`config.mk`:
```
export PLATFORM = sky130hd
export DESIGN_NAME = dds_sweep_ctrl_flat
export DESIGN_NICKNAME = d
export VERILOG_FILES = /design/src/rtl/dds_pkg.sv /design/src/rtl/dds_sweep_ctrl_if.sv /design/src/rtl/dds_sweep_regs.sv /design/src/rtl/dds_sweep_ctrl.sv /design/src/flat_wrapper.sv
export SDC_FILE = /design/constraint.sdc
export NUM_CORES = 1
export LEC_CHECK = 0
export CORE_MARGIN = 2
export CORE_UTILIZATION = 55
export CTS_CLUSTER_DIAMETER = 50
export CTS_CLUSTER_SIZE = 12
export DETAILED_ROUTE_END_ITERATION = 10
export GPL_ROUTABILITY_DRIVEN = 0
export PLACE_DENSITY = 0.74
export SYNTH_ARGS = -nofsm -noshare
export SYNTH_HDL_FRONTEND = slang
export SYNTH_SLANG_ARGS = --single-unit
```
`constraint.sdc`:
```
create_clock -name clk -period 12.7 [get_ports clk]
set_input_delay 2.54 -clock clk [delete_from_list [all_inputs] [get_ports clk]]
set_output_delay 2.54 -clock clk [all_outputs]
set_load 0.01 [all_outputs]
```
`src/rtl/dds_pkg.sv`:
```
// dds_pkg: shared constants for the DDS frequency-sweep controller.
//  - register map addresses for the byte-wide write port
//  - CTRL register bit positions
//  - sweep FSM state encoding
// Optional feature macro: DDS_SWEEP_BIDIR_EN (adds the DN state and the CTRL.bidir bit).
package dds_pkg;

  localparam logic [2:0] ADDR_START_L = 3'd0;
  localparam logic [2:0] ADDR_START_H = 3'd1;
  localparam logic [2:0] ADDR_STOP_L  = 3'd2;
  localparam logic [2:0] ADDR_STOP_H  = 3'd3;
  localparam logic [2:0] ADDR_STEP_L  = 3'd4;
  localparam logic [2:0] ADDR_STEP_H  = 3'd5;
  localparam logic [2:0] ADDR_DWELL   = 3'd6;
  localparam logic [2:0] ADDR_CTRL    = 3'd7;

  localparam int CTRL_RUN     = 0;
  localparam int CTRL_ONESHOT = 1;
  localparam int CTRL_BIDIR   = 2;

`ifdef DDS_SWEEP_BIDIR_EN
  localparam int CTRL_W = 3;
  typedef enum logic [1:0] {ST_IDLE = 2'd0, ST_UP = 2'd1, ST_DN = 2'd2} state_t;
`else
  // Without the triangular mode the bidir bit is simply not stored.
  localparam int CTRL_W = 2;
  typedef enum logic [1:0] {ST_IDLE = 2'd0, ST_UP = 2'd1} state_t;
`endif

endpackage

```
`src/rtl/dds_sweep_ctrl_if.sv`:
```
// dds_sweep_ctrl_if: pin-side bundle of the sweep controller.
//  master (register host / DDS consumer): drives ena, wr_en, wr_addr, wr_data;
//         receives tune_word, tune_valid, phase_rst, busy, done.
//  slave  (dds_sweep_ctrl): the mirror image.
interface dds_sweep_ctrl_if #(
  parameter int TUNE_W = 16
);
  logic              ena;
  logic              wr_en;
  logic [2:0]        wr_addr;
  logic [7:0]        wr_data;
  logic [TUNE_W-1:0] tune_word;
  logic              tune_valid;
  logic              phase_rst;
  logic              busy;
  logic              done;

  modport master (
    output ena, wr_en, wr_addr, wr_data,
    input  tune_word, tune_valid, phase_rst, busy, done
  );

  modport slave (
    input  ena, wr_en, wr_addr, wr_data,
    output tune_word, tune_valid, phase_rst, busy, done
  );
endinterface

```
`src/rtl/dds_sweep_regs.sv`:
```
// dds_sweep_regs: byte-wide register file plus per-pass shadow copies.
//  clk, rst          clock, async active-high reset
//  wr_en/addr/data   register write port (one byte per cycle)
//  latch             copy live registers into shadows (pass start)
//  run_clr           clear CTRL.run (one-shot completion); a same-cycle CTRL write wins
//  start_r, dwell_r  live START / DWELL (used to load the first word of a pass)
//  ctrl              live CTRL bits
//  stop_req          this cycle carries a CTRL write with run=0
//  *_s               shadow START/STOP/STEP/DWELL used during the pass
// Macro DDS_SWEEP_BIDIR_EN widens CTRL to hold the bidir bit.
module dds_sweep_regs
  import dds_pkg::*;
#(
  parameter int TUNE_W  = 16,
  parameter int DWELL_W = 8
) (
  input  logic               clk,
  input  logic               rst,
  input  logic               wr_en,
  input  logic [2:0]         wr_addr,
  input  logic [7:0]         wr_data,
  input  logic               latch,
  input  logic               run_clr,
  output logic [TUNE_W-1:0]  start_r,
  output logic [DWELL_W-1:0] dwell_r,
  output logic [CTRL_W-1:0]  ctrl,
  output logic               stop_req,
  output logic [TUNE_W-1:0]  start_s,
  output logic [TUNE_W-1:0]  stop_s,
  output logic [TUNE_W-1:0]  step_s,
  output logic [DWELL_W-1:0] dwell_s
);

  logic [TUNE_W-1:0] stop_r, step_r;
  logic              ctrl_wr;

  assign ctrl_wr  = wr_en && (wr_addr == ADDR_CTRL);
  assign stop_req = ctrl_wr && !wr_data[CTRL_RUN];

  always_ff @(posedge clk or posedge rst) begin
    if (rst) begin
      start_r <= '0;
      stop_r  <= '0;
      step_r  <= '0;
      dwell_r <= '0;
      ctrl    <= '0;
      start_s <= '0;
      stop_s  <= '0;
      step_s  <= '0;
      dwell_s <= '0;
    end else begin
      // High bytes only keep the bits that fit in TUNE_W.
      if (wr_en) begin
        case (wr_addr)
          ADDR_START_L: start_r[7:0]        <= wr_data;
          ADDR_START_H: start_r[TUNE_W-1:8] <= wr_data[TUNE_W-9:0];
          ADDR_STOP_L:  stop_r[7:0]         <= wr_data;
          ADDR_STOP_H:  stop_r[TUNE_W-1:8]  <= wr_data[TUNE_W-9:0];
          ADDR_STEP_L:  step_r[7:0]         <= wr_data;
          ADDR_STEP_H:  step_r[TUNE_W-1:8]  <= wr_data[TUNE_W-9:0];
          ADDR_DWELL:   dwell_r             <= DWELL_W'(wr_data);
          ADDR_CTRL:    ctrl                <= wr_data[CTRL_W-1:0];
          default: ;
        endcase
      end
      if (run_clr && !ctrl_wr) ctrl[CTRL_RUN] <= 1'b0;
      if (latch) begin
        start_s <= start_r;
        stop_s  <= stop_r;
        step_s  <= step_r;
        dwell_s <= dwell_r;
      end
    end
  end

endmodule

```
`src/rtl/dds_sweep_ctrl.sv`:
```
// dds_sweep_ctrl: frequency-sweep sequencer feeding the DDS phase accumulator.
//  clk, rst  clock, async active-high reset
//  bus       dds_sweep_ctrl_if.slave: ena, register write port in;
//            tune_word, tune_valid, phase_rst, busy, done out
// Ramps tune_word start->stop in step increments, each word held dwell+1 enabled
// cycles; one-shot or repeating. Default repeat is sawtooth. With macro
// DDS_SWEEP_BIDIR_EN, CTRL.bidir turns repeat into a triangle via the DN state.
module dds_sweep_ctrl
  import dds_pkg::*;
#(
  parameter int TUNE_W  = 16,
  parameter int DWELL_W = 8
) (
  input logic             clk,
  input logic             rst,
  dds_sweep_ctrl_if.slave bus
);

  logic [TUNE_W-1:0]  start_r, start_s, stop_s, step_s;
  logic [DWELL_W-1:0] dwell_r, dwell_s;
  logic [CTRL_W-1:0]  ctrl;
  logic               stop_req, latch, run_clr;

  state_t             state;
  logic [DWELL_W-1:0] cnt;
  logic [TUNE_W-1:0]  tw;
  logic               tv, pr, dn;

  logic               run, oneshot, bidir;
  logic               go, abort, step_evt, up_end, dn_end, at_stop;
  logic [TUNE_W:0]    up_sum;
  logic [TUNE_W-1:0]  up_next;

  dds_sweep_regs #(.TUNE_W(TUNE_W), .DWELL_W(DWELL_W)) u_regs (
    .clk      (clk),
    .rst      (rst),
    .wr_en    (bus.wr_en),
    .wr_addr  (bus.wr_addr),
    .wr_data  (bus.wr_data),
    .latch    (latch),
    .run_clr  (run_clr),
    .start_r  (start_r),
    .dwell_r  (dwell_r),
    .ctrl     (ctrl),
    .stop_req (stop_req),
    .start_s  (start_s),
    .stop_s   (stop_s),
    .step_s   (step_s),
    .dwell_s  (dwell_s)
  );

  assign run     = ctrl[CTRL_RUN];
  assign oneshot = ctrl[CTRL_ONESHOT];

  // Up step: one extra bit so a large step saturates at stop instead of wrapping.
  assign up_sum  = {1'b0, tw} + {1'b0, step_s};
  assign up_next = (up_sum >= {1'b0, stop_s}) ? stop_s : up_sum[TUNE_W-1:0];
  assign at_stop = (tw >= stop_s);  // also covers start >= stop

`ifdef DDS_SWEEP_BIDIR_EN
  logic [TUNE_W:0]   dn_diff;
  logic [TUNE_W-1:0] dn_next;
  logic              at_start;

  assign bidir    = ctrl[CTRL_BIDIR];
  // Borrow out of the top bit means we went below zero: clamp to start.
  assign dn_diff  = {1'b0, tw} - {1'b0, step_s};
  assign dn_next  = (dn_diff[TUNE_W] || (dn_diff[TUNE_W-1:0] <= start_s)) ? start_s
                                                                           : dn_diff[TUNE_W-1:0];
  assign at_start = (dn_next == start_s);
  assign dn_end   = step_evt && (state == ST_DN) && at_start;
`else
  assign bidir    = 1'b0;
  assign dn_end   = 1'b0;
`endif

  // Aborting has priority over a step, so a run=0 write on the last step suppresses done.
  assign go       = bus.ena && (state == ST_IDLE) && run && !stop_req;
  assign abort    = bus.ena && (state != ST_IDLE) && (stop_req || !run);
  assign step_evt = bus.ena && (state != ST_IDLE) && !abort && (cnt == '0) && (step_s != '0);
  assign up_end   = step_evt && (state == ST_UP) && at_stop;

  // Shadows refresh whenever a new up-pass begins.
  assign latch    = go || (up_end && !oneshot && !bidir) || (dn_end && !oneshot);
  assign run_clr  = (up_end || dn_end) && oneshot;

  always_ff @(posedge clk or posedge rst) begin
    if (rst) begin
      state <= ST_IDLE;
      cnt   <= '0;
      tw    <= '0;
      tv    <= 1'b0;
      pr    <= 1'b0;
      dn    <= 1'b0;
    end else begin
      tv <= 1'b0;
      pr <= 1'b0;
      dn <= 1'b0;
      if (go) begin
        tw    <= start_r;
        tv    <= 1'b1;
        pr    <= 1'b1;
        cnt   <= dwell_r;
        state <= ST_UP;
      end else if (abort) begin
        state <= ST_IDLE;
      end else if (bus.ena && (state != ST_IDLE) && (cnt != '0)) begin
        cnt <= cnt - 1'b1;
      end else if (step_evt) begin
        cnt <= dwell_s;
        if (state == ST_UP) begin
          if (!at_stop) begin
            tw <= up_next;
            tv <= 1'b1;
          end else if (oneshot) begin
            dn    <= 1'b1;
            state <= ST_IDLE;
`ifdef DDS_SWEEP_BIDIR_EN
          end else if (bidir) begin
            // Turn around immediately so stop is held only one dwell.
            tw    <= dn_next;
            tv    <= 1'b1;
            state <= ST_DN;
`endif
          end else begin
            // Sawtooth wrap: restart from the freshly latched START.
            tw  <= start_r;
            tv  <= 1'b1;
            pr  <= 1'b1;
            dn  <= 1'b1;
            cnt <= dwell_r;
          end
        end
`ifdef DDS_SWEEP_BIDIR_EN
        else begin
          tw <= dn_next;
          tv <= 1'b1;
          if (at_start) begin
            dn <= 1'b1;
            if (oneshot) begin
              state <= ST_IDLE;
            end else begin
              tw    <= start_r;
              pr    <= 1'b1;
              cnt   <= dwell_r;
              state <= ST_UP;
            end
          end
        end
`endif
      end
    end
  end

  assign bus.tune_word  = tw;
  assign bus.tune_valid = tv;
  assign bus.phase_rst  = pr;
  assign bus.done       = dn;
  assign bus.busy       = (state != ST_IDLE);

endmodule

```
`src/flat_wrapper.sv`:
```
// flat-port wrapper written by rule: the top's interface ports become plain ports
module dds_sweep_ctrl_flat import dds_pkg::*;
#(
  parameter int TUNE_W  = 16,
  parameter int DWELL_W = 8
)
  (clk, rst, bus_ena, bus_wr_en, bus_wr_addr, bus_wr_data, bus_tune_word, bus_tune_valid, bus_phase_rst, bus_busy, bus_done);
  dds_sweep_ctrl_if #(.TUNE_W(TUNE_W)) bus_i ();
  input logic clk;
  input logic rst;
  input wire logic [$bits(bus_i.ena)-1:0] bus_ena;
  input wire logic [$bits(bus_i.wr_en)-1:0] bus_wr_en;
  input wire logic [$bits(bus_i.wr_addr)-1:0] bus_wr_addr;
  input wire logic [$bits(bus_i.wr_data)-1:0] bus_wr_data;
  output wire logic [$bits(bus_i.tune_word)-1:0] bus_tune_word;
  output wire logic [$bits(bus_i.tune_valid)-1:0] bus_tune_valid;
  output wire logic [$bits(bus_i.phase_rst)-1:0] bus_phase_rst;
  output wire logic [$bits(bus_i.busy)-1:0] bus_busy;
  output wire logic [$bits(bus_i.done)-1:0] bus_done;
  assign bus_i.ena = bus_ena;
  assign bus_i.wr_en = bus_wr_en;
  assign bus_i.wr_addr = bus_wr_addr;
  assign bus_i.wr_data = bus_wr_data;
  assign bus_tune_word = bus_i.tune_word;
  assign bus_tune_valid = bus_i.tune_valid;
  assign bus_phase_rst = bus_i.phase_rst;
  assign bus_busy = bus_i.busy;
  assign bus_done = bus_i.done;
  dds_sweep_ctrl #(.TUNE_W(TUNE_W), .DWELL_W(DWELL_W)) u_core (.clk(clk), .rst(rst), .bus(bus_i));
endmodule
```
## Word level (Yosys, flattened, before mapping)

Cells that the tools add are included.

| operators by class | value |
|---|---|
| add/sub/neg operators | 2 |
| multipliers | 0 |
| div/mod/pow operators | 0 |
| $lt $le $gt $ge | 2 |
| equality and inequality tests | 12 |
| shift-type cells | 0 |
| muxes and demuxes | 44 |
| bitwise operators | 0 |
| reduce and logical (&&, ||, !) cells | 51 |

Operator list:

| cell | number |
|---|---|
| 2-to-1 mux 16 bit | 8 |
| 2-to-1 mux 8 bit | 7 |
| 2-to-1 mux 1 bit | 22 |
| AND reduction 2 bit | 10 |
| adder 16 x 16 -> 17 bit | 1 |
| >= comparator 17 x 16 -> 1 bit | 1 |
| >= comparator 16 bit | 1 |
| logical AND 1 bit | 16 |
| nonzero test 16 bit | 1 |
| nonzero test 3 bit | 5 |
| 2-to-1 mux 2 bit | 7 |
| == test 3 bit, second input constant | 4 |
| AND reduction 5 bit | 2 |
| nonzero test 2 bit | 5 |
| zero test 8 bit | 1 |
| nonzero test 8 bit | 1 |
| subtractor 8 x 1 -> 8 bit, second input constant | 1 |
| == test 3 x 2 -> 1 bit, second input constant | 2 |
| zero test 1 bit | 6 |
| inequality test 2 x 1 -> 1 bit, second input constant | 2 |
| == test 3 x 1 -> 1 bit, second input constant | 1 |
| zero test 3 bit | 1 |
| inequality test 3 x 1 -> 1 bit, second input constant | 1 |
| inequality test 3 x 2 -> 1 bit, second input constant | 1 |
| 3 further kinds | 4 |

| storage, ports and cells | value |
|---|---|
| bits in registers | 127 |
| latch bits | 0 |
| RAM bits | 0 |
| ROM bits | 0 |
| bits of input ports | 15 |
| output and inout bits | 20 |
| word-level logic and storage cells | 129 |
| memories | 0 |

## Depth between registers and ports, before layout

Gate-level depths: netlist (run 1).

| logic depth | value |
|---|---|
| word-level depth | 15 |
| gate-level depth with buffers | 17 |
| mapped depth without buffers | 16 |

## By module

A second synthesis (run 1) with hierarchy kept.

| second synthesis, totals | value |
|---|---|
| cells, all modules | 676 |
| area, all modules | 7,796.2 um^2 |

By module, submodules not included:

| module | instances | cells each | area an instance (um^2) | seq. area each (um^2) |
|---|---|---|---|---|
| dds_sweep_regs | 1 | 252 | 4,309.1 | 2,852.7 |
| dds_sweep_ctrl | 1 | 424 | 3,487.1 | 700.7 |

## Worst setup path after synthesis (run 1)

No wires, ideal clock.

| timing | value |
|---|---|
| path kind | input to register |
| start point | input bus_wr_addr[0] |
| end point | register u_core.tw[1], in the netlist u_core.bus.tune_word[1] |
| library setup time | 0.134 ns |
| arrival | 4.278 ns |
| required time | 12.566 ns |
| path slack | 8.288 ns |
| stages on the path | 9 |
| buffers on the path | 2 |
| cells stage by stage | clkbuf_1 nand4_1 o211ai_1 nor2_1 a21oi_4 inv_4 buf_4 a22oi_2 o21ai_0 |

| between the ends | value |
|---|---|
| longest elaborated chain between the ends | 11 |
| elaborated cells between the ends (all ways) | 18 |
| those cells by class | eq/ne: 4; mux: 1; reduce/logical: 13 |

RTL lines:

| what | line | RTL |
|---|---|---|
| start: declaration | flat_wrapper.sv:13 | `input wire logic [$bits(bus_i.wr_addr)-1:0] bus_wr_addr;` |
| == test 3 bit * | dds_sweep_regs.sv:37 | `assign ctrl_wr = wr_en && (wr_addr == ADDR_CTRL);` |
| logical AND 1 bit * | dds_sweep_regs.sv:37 |  |
| logical AND 1 bit * | dds_sweep_regs.sv:38 | `assign stop_req = ctrl_wr && !wr_data[CTRL_RUN];` |
| logical OR 1 bit | dds_sweep_ctrl.sv:79 | `assign abort = bus.ena && (state != ST_IDLE) && (stop_req \|\| !run);` |
| logical AND 1 bit | dds_sweep_ctrl.sv:79 |  |
| zero test 1 bit | dds_sweep_ctrl.sv:80 | `assign step_evt = bus.ena && (state != ST_IDLE) && !abort && (cnt == '0) && (step_s != '0);` |
| logical AND 1 bit (3 in series) | dds_sweep_ctrl.sv:80 |  |
| nonzero test 2 bit (no source line) | - |  |
| AND reduction 5 bit (no source line) | - |  |
| end signal: assignment | dds_sweep_ctrl.sv:100 | `tw <= start_r;` |
| end signal: assignment | dds_sweep_ctrl.sv:113 | `tw <= up_next;` |
| end signal: assignment | dds_sweep_ctrl.sv:127 | `tw <= start_r;` |
| end: declaration | dds_sweep_ctrl.sv:26 | `logic [TUNE_W-1:0] tw;` |

Mark *: on every way between the ends. The rest lies on a longest branch, timed or not.
A chain may end at the register's enable or synchronous reset.

## Final worst setup path (run 1)

| timing | value |
|---|---|
| start point | input bus_wr_addr[2] |
| end point | register u_core.tw[13], in the netlist u_core.bus.tune_word[13] |

The elaborated chain is that of the path after synthesis.

==> results of run 1 <==
-- layout by cell type (no fill, tap or decap), types with 7 or more instances in the layout --
cell type / n
a211oi_1: 9
a21o_1: 12
a21oi_1: 22
a22oi_1: 14
clkbuf_16: 17
clkdlybuf4s50_1: 34
dfrtp_1: 126
ha_1: 50
inv_1: 26
mux2_2: 55
mux2i_1: 16
nand2_1: 115
nand3_1: 8
nor2_1: 22
nor3_1: 9
nor4_1: 7
o211ai_1: 7
o21ai_0: 52
xnor2_1: 7
-- area by class of cell --
| class | instances | area [µm²] |
|---|---|---|
| repair buffers | 36 | 355.3 |
| clock buffers | 19 | 442.9 |
| flip-flops and latches | 126 | 3153 |
| multi-input cells | 488 | 3490 |
| clock inverters | 13 | 162.7 |
| well taps | 168 | 210.2 |
| fillers | 922 | 4134 |
| inverters | 29 | 113.9 |
-- state kept, by name (all words and copies together), names as in the netlist --
signal                 cells
u_core.bus.done            1
u_core.bus.phase_rst       1
u_core.bus.tune_valid      1
u_core.bus.tune_word      16
u_core.cnt                 8
u_core.state               1
u_core.u_regs.ctrl         2
u_core.u_regs.dwell_r      8
u_core.u_regs.dwell_s      8
u_core.u_regs.start_r     16
u_core.u_regs.step_r      16
u_core.u_regs.step_s      16
u_core.u_regs.stop_r      16
u_core.u_regs.stop_s      16
-- layer usage --
layer  vias to the layer above  global-route usage  wire length [µm]
li1                       2476                   -                 -
met1                      2609              0.3844              7829
met2                       176              0.4179              7710
met3                        34             0.06590               965
met4                         0             0.09237               377
met5                         -                   0                 0
-- logic make-up (layout without fill, tap and decap cells) --
family                     count (synthesis)  count (layout)  synth area share
xor gates and xnor gates                  13              13           0.01665
adders and majority gates                 51              51           0.09438
muxes                                     71              71            0.1140
AOI/OAI and AO/OA                        153             153            0.1471
and+or+nand+nor                          200             200            0.1359
DFF                                      126             126            0.4609
buffers and inverters                     47              97           0.03110
-- stage by stage --
step	hold slack, ps	setup WS [ps]	cell area, µm²	power, mW	std cells
2_1_floorplan	434.8	6804	6840	1.462	661
3_3_place_gp	448.6	6825	7322	1.739	847
3_5_place_dp	454.0	6698	7322	1.779	847
4_1_cts	467.3	7117	7928	2.285	879
5_1_grt	489.7	6728	7928	2.464	879
6_report	465.0	7054	7928	2.299	879
-- worst paths after layout --
kind                       slack (ps)                                   end  cells after the start                                 start
min                               470  u_core.u_regs.dwell_s[0]$_DFFE_PP0P_                      2  u_core.u_regs.dwell_s[0]$_DFFE_PP0P_
min reg2reg                       470  u_core.u_regs.dwell_s[0]$_DFFE_PP0P_                      2  u_core.u_regs.dwell_s[0]$_DFFE_PP0P_
max                              7050  u_core.bus.tune_word[13]$_DFFE_PP0P_                      8                        bus_wr_addr[2]
max reg2reg                      7630   u_core.bus.tune_word[2]$_DFFE_PP0P_                     15   u_core.bus.tune_word[0]$_DFFE_PP0P_
max in group asynchronous        8760   u_core.u_regs.stop_r[3]$_DFFE_PP0P_                      3                                   rst
min in group asynchronous        2560             u_core.cnt[3]$_DFFE_PP0P_                      2                                   rst
-- worst reg2reg max path: cells and delay by family (launching register included) --
| family | cells | cell delay, ps |
|---|---|---|
| compound gates | 7 | 1820 |
| xor+xnor | 1 | 180 |
| fa+ha+maj | 3 | 980 |
| flops | 1 | 420 |
| mux | 1 | 280 |
| simple gates | 3 | 1220 |
-- power by group through the flow --
stage	logic (mW)	registers (mW)	clock network [mW]
after floorplan	0.821	0.641	0
after global routing	1.26	0.689	0.518
after CTS	1.12	0.669	0.498
after global placement	1.07	0.668	0
final	1.13	0.673	0.495
after detailed placement	1.11	0.673	0
==> out/summary.txt, run 1 <==
Clock power frac = 0.215
YS warnings = 0
Post-Route WL = 16,880 µm
crit path launch type = input port
sequential area share after synthesis = 0.4609
# rows = 40
Fin. Hold Viols = 0
Die Ht = 115.5 µm
sequential share of power = 0.293
Worst-Margin Slew = 1127 ps
combinational share of power = 0.492
Buf/Inv on CP = 2
post-synth top area cell = dfrtp_1
CTS buffer count = 17
PortBufs = 34
vias = 5,295
Core Box Area = 12,060 µm²
drt drc = 0
Die Area = 13,340 µm²
most instantiated cells after synthesis = dfrtp_1, nand2_1, mux2_2
post-route ant nets = 0
clk buf depth = 2
leading cell type by number of instances after synthesis = dfrtp_1
DRT Pass-1 Iters = 6
Post-Syn Area = 6840 µm²
number of setup violations in the final report = 0
Final HPWL DP = 11,620 µm
WS Path Type = in2reg
Post-Synthesis Cells = 661
crit path DAT = 6000 ps
PwrDens = 290.0 nW/µm²
syn avg cell area = 10.35 µm²
CTS resizes = 0
RSZ-0062 raised after global routing = false
io pins = 35
Die Span X = 115.5 µm
Crit path max-delay family = compound AO/OA/AOI/OAI gates
switching share of power = 0.4084
global-route wire length before repair = 27,390 µm
fraction of layout cells with a size suffix above 1 = 0.1561
vias in the first global route = 5,179
Worst path max stage delay = 680 ps
Diodes inserted = 0
TritonCTS Sinks = 126
area growth from synthesis to layout = 15.90%
top post-synthesis cells by area = dfrtp_1, ha_1, mux2_2, nand2_1, o21ai_0
final core utilization = 0.6573
Worst EP required = 13,060 ps
Pint = 1.360 mW
Min-Delay Path Class = reg2reg
Max Slew Vio Count = 0
H-tree depth = 4
synthesis-stage register bit count = 126
Slowest cell on crit path = a21oi_4
Fmax achieved = 177.1 MHz
crit end category = flip-flop
ys flop type = dfrtp_1
CTS Root Cell = clkbuf_16
initial antenna violation count = 1
Worst IR Drop VDD = 0.1758 mV
outcome = completed
cts hold-fix bufs = 0
Initial Util = 0.5671
Synth cell types = 59
Total GRT Usage = 0.2732
CTS tree = done
minimum clock period = 5646 ps
Setup Skew = 10.92 ps
Leak = 3.576 nW
ys async rst share = 1.000
CTS clk-pin slew, worst paths = 60 ps
setup bufs post-CTS = 0
Vias/cell = 6.024
Final nets = 764
CP Cell Sequence = clkdlybuf4s50_1, nand4_1, o211ai_1, nor2_1, a21oi_4, inv_4, a222oi_1, o21a_1
Worst slew margin = 0.2480
switching power = 938.8 µW
Synth top area share = 0.4609
Post-synth EDFFs = 0
Crit Path Max Fanout = 70
remaining global-route overflow = 0
period utilization = 0.4446
DRT iter0 DRCs = 531
worst skew pair latency = 420 ps
Synthesized Nets = 727
maxcap violations = 0
TNS Setup = 0 ps
largest net degree at the start of global routing = 78
wire per inst = 19.21 µm
Note: power is estimated with default switching activity, not from simulation.
==> inputs of run 2 (changes only) <==
--- a/config.mk
+++ b/config.mk
@@ -11,7 +11,7 @@
 export CTS_CLUSTER_SIZE = 12
 export DETAILED_ROUTE_END_ITERATION = 10
 export GPL_ROUTABILITY_DRIVEN = 0
-export PLACE_DENSITY = 0.74
+export PLACE_DENSITY = 0.77
 export SYNTH_ARGS = -nofsm -noshare
 export SYNTH_HDL_FRONTEND = slang
 export SYNTH_SLANG_ARGS = --single-unit
==> constraint.sdc (replaced) <==
create_clock -name clk -period 5.05 [get_ports clk]
set_input_delay 1.01 -clock clk [delete_from_list [all_inputs] [get_ports clk]]
set_output_delay 1.01 -clock clk [all_outputs]
set_load 0.01 [all_outputs]
==> out/summary.txt, run 2 (synthesized netlist as in run 1, its figures left out) <==
outcome = completed
DRT iter0 DRCs = 482
Setup Skew = 6.722 ps
vias = 5,345
Max Slew Vio Count = 0
remaining global-route overflow = 0
CTS clk-pin slew, worst paths = 60 ps
WS Path Type = reg2reg
Critical R2R Launch = u_core.bus.tune_word[0]$_DFFE_PP0P_
Worst IR Drop VDD = 0.4316 mV
Fin. Hold Viols = 0
post-route ant nets = 0
area growth from synthesis to layout = 15.44%
r2r setup slk = 530 ps
Hold Path Depth = 2
number of setup violations in the final report = 0
WHS Endpoint = u_core.u_regs.step_s[2]$_DFFE_PP0P_
number of fill cells in the layout = 945
Die Ht = 115.5 µm
hold_sp = u_core.u_regs.step_r[2]$_DFFE_PP0P_
vias in the first global route = 5,495
Leak = 3.558 nW
Post-Route WL = 17,500 µm
initial antenna violation count = 0
Diodes inserted = 0
# rows = 40
Total GRT Usage = 0.2818
Core Box Area = 12,060 µm²
Die Area = 13,340 µm²
largest net degree at the start of global routing = 71
final non-filler cell total = 883
Final HPWL DP = 12,050 µm
Worst EP required = 5340 ps
Crit Path Max Fanout = 9
Min-Delay Path Class = reg2reg
Fmax achieved = 221.1 MHz
RSZ-0062 raised after global routing = false
CP Cell Sequence = ha_1, fa_1, a211oi_1, nor2_1, a31oi_1, a21oi_1, nand4_1, o41ai_1, or2_2, ha_1, a21o_1, a211oi_1, o21ai_0, nor2_2, buf_4, mux2i_1, o21ai_0
maxcap violations = 0
io pins = 35
global-route wire length before repair = 28,530 µm
CTS resizes = 0
TNS Setup = 0 ps
setup bufs post-CTS = 0
highest-count cells in the layout ignoring fill and taps = dfrtp_1, nand2_1, mux2_2
worst skew pair latency = 420 ps
crit path launch type = flip-flop
minimum clock period = 4523 ps
drt drc = 0
Inst Count DP = 852
cts hold-fix bufs = 0
PwrDens = 721.4 nW/µm²
Initial Util = 0.5671
r2r worst-path depth = 17
clk buf depth = 2
Worst-Margin Slew = 1151 ps
Final nets = 769
crit end category = flip-flop
Worst path max stage delay = 430 ps
Worst slew margin = 0.2311
fraction of layout cells with a size suffix above 1 = 0.1566
FF-to-FF End = u_core.bus.tune_word[1]$_DFFE_PP0P_
Multi-input gate area = 3480 µm²
crit path DAT = 4820 ps
wire per inst = 19.82 µm
Die Span X = 115.5 µm
CTS buffer count = 17
TritonCTS Sinks = 126
Vias/cell = 6.053
period utilization = 0.8957
final core utilization = 0.6547
CTS tree = done
PortBufs = 34
H-tree depth = 4
register area = 3153 µm²
Slowest cell on crit path = fa_1
DRT Pass-1 Iters = 6
most common cell after layout, fill and taps aside = dfrtp_1
CTS Root Cell = clkbuf_16
[run 2: cell count changes in the layout (fill, tap and decap cells not counted)]
cell        previous run  this run
buf_4                  2         7
bufinv_16              3         0
clkbuf_1               1         2
clkbuf_8               1         4
clkinv_2               3         1
clkinv_4               2         0
clkinvlp_4             3         6
inv_6                  2         1
nor3_1                 9        11
nor3_2                 2         0
[run 2: routing by layer]
| layer | GRT usage | share of wire | vias up |
|---|---|---|---|
| li1 | - | - | 2466 |
| met1 | 0.3747 | 0.44 | 2629 |
| met2 | 0.4366 | 0.46 | 201 |
| met3 | 0.07061 | 0.063 | 49 |
| met4 | 0.1317 | 0.034 | 0 |
| met5 | 0 | 0 | - |
[run 2: cell type report]
class | count | area share
tap | 168 | 0.02662
sequential | 126 | 0.3993
multi-input combinational | 488 | 0.4407
clock buffer | 23 | 0.06180
timing repair buffer | 41 | 0.04975
clock inverter | 8 | 0.007447
inverter | 29 | 0.01442
[run 2: worst max path at each step]
stage	end	start	depth (start not counted)
2_1_floorplan	u_core.bus.done$_DFF_PP0_	rst	1
5_1_grt	u_core.bus.tune_word[2]$_DFFE_PP0P_	u_core.bus.tune_word[0]$_DFFE_PP0P_	17
3_3_place_gp	u_core.bus.tune_word[9]$_DFFE_PP0P_	u_core.bus.tune_word[0]$_DFFE_PP0P_	17
4_1_cts	u_core.bus.tune_word[1]$_DFFE_PP0P_	u_core.bus.tune_word[0]$_DFFE_PP0P_	17
6_report	u_core.bus.tune_word[1]$_DFFE_PP0P_	u_core.bus.tune_word[0]$_DFFE_PP0P_	17
3_5_place_dp	u_core.bus.tune_word[1]$_DFFE_PP0P_	u_core.bus.tune_word[0]$_DFFE_PP0P_	17
[run 2: where the power goes]
part | internal, mW | switching [mW]
sequential | 1.35 | 0.339
combinational | 1.30 | 1.58
clock | 0.676 | 0.448
total | 3.33 | 2.37
[run 2: stage by stage]
step / hold slack (ps) / area [µm²] / worst slack (ps) / power [mW]
2_1_floorplan: 434.8 / 6840 / 684.1 / 3.677
5_1_grt: 492.2 / 7896 / 299.1 / 6.112
6_report: 464.6 / 7896 / 526.7 / 5.697
3_3_place_gp: 449.2 / 7350 / 842.3 / 4.379
4_1_cts: 469.1 / 7896 / 569.6 / 5.659
3_5_place_dp: 455.8 / 7350 / 663.6 / 4.498
[run 2: critical path: cells and delay by family, from the launching register on]
family	cells	cell delay (ps)
adder cells (fa/ha/maj)	3	980
AND/OR/NAND/NOR	4	950
flip-flops	1	410
buffers and inverters	1	300
multiplexers	1	220
AO/OA/AOI/OAI	8	1530
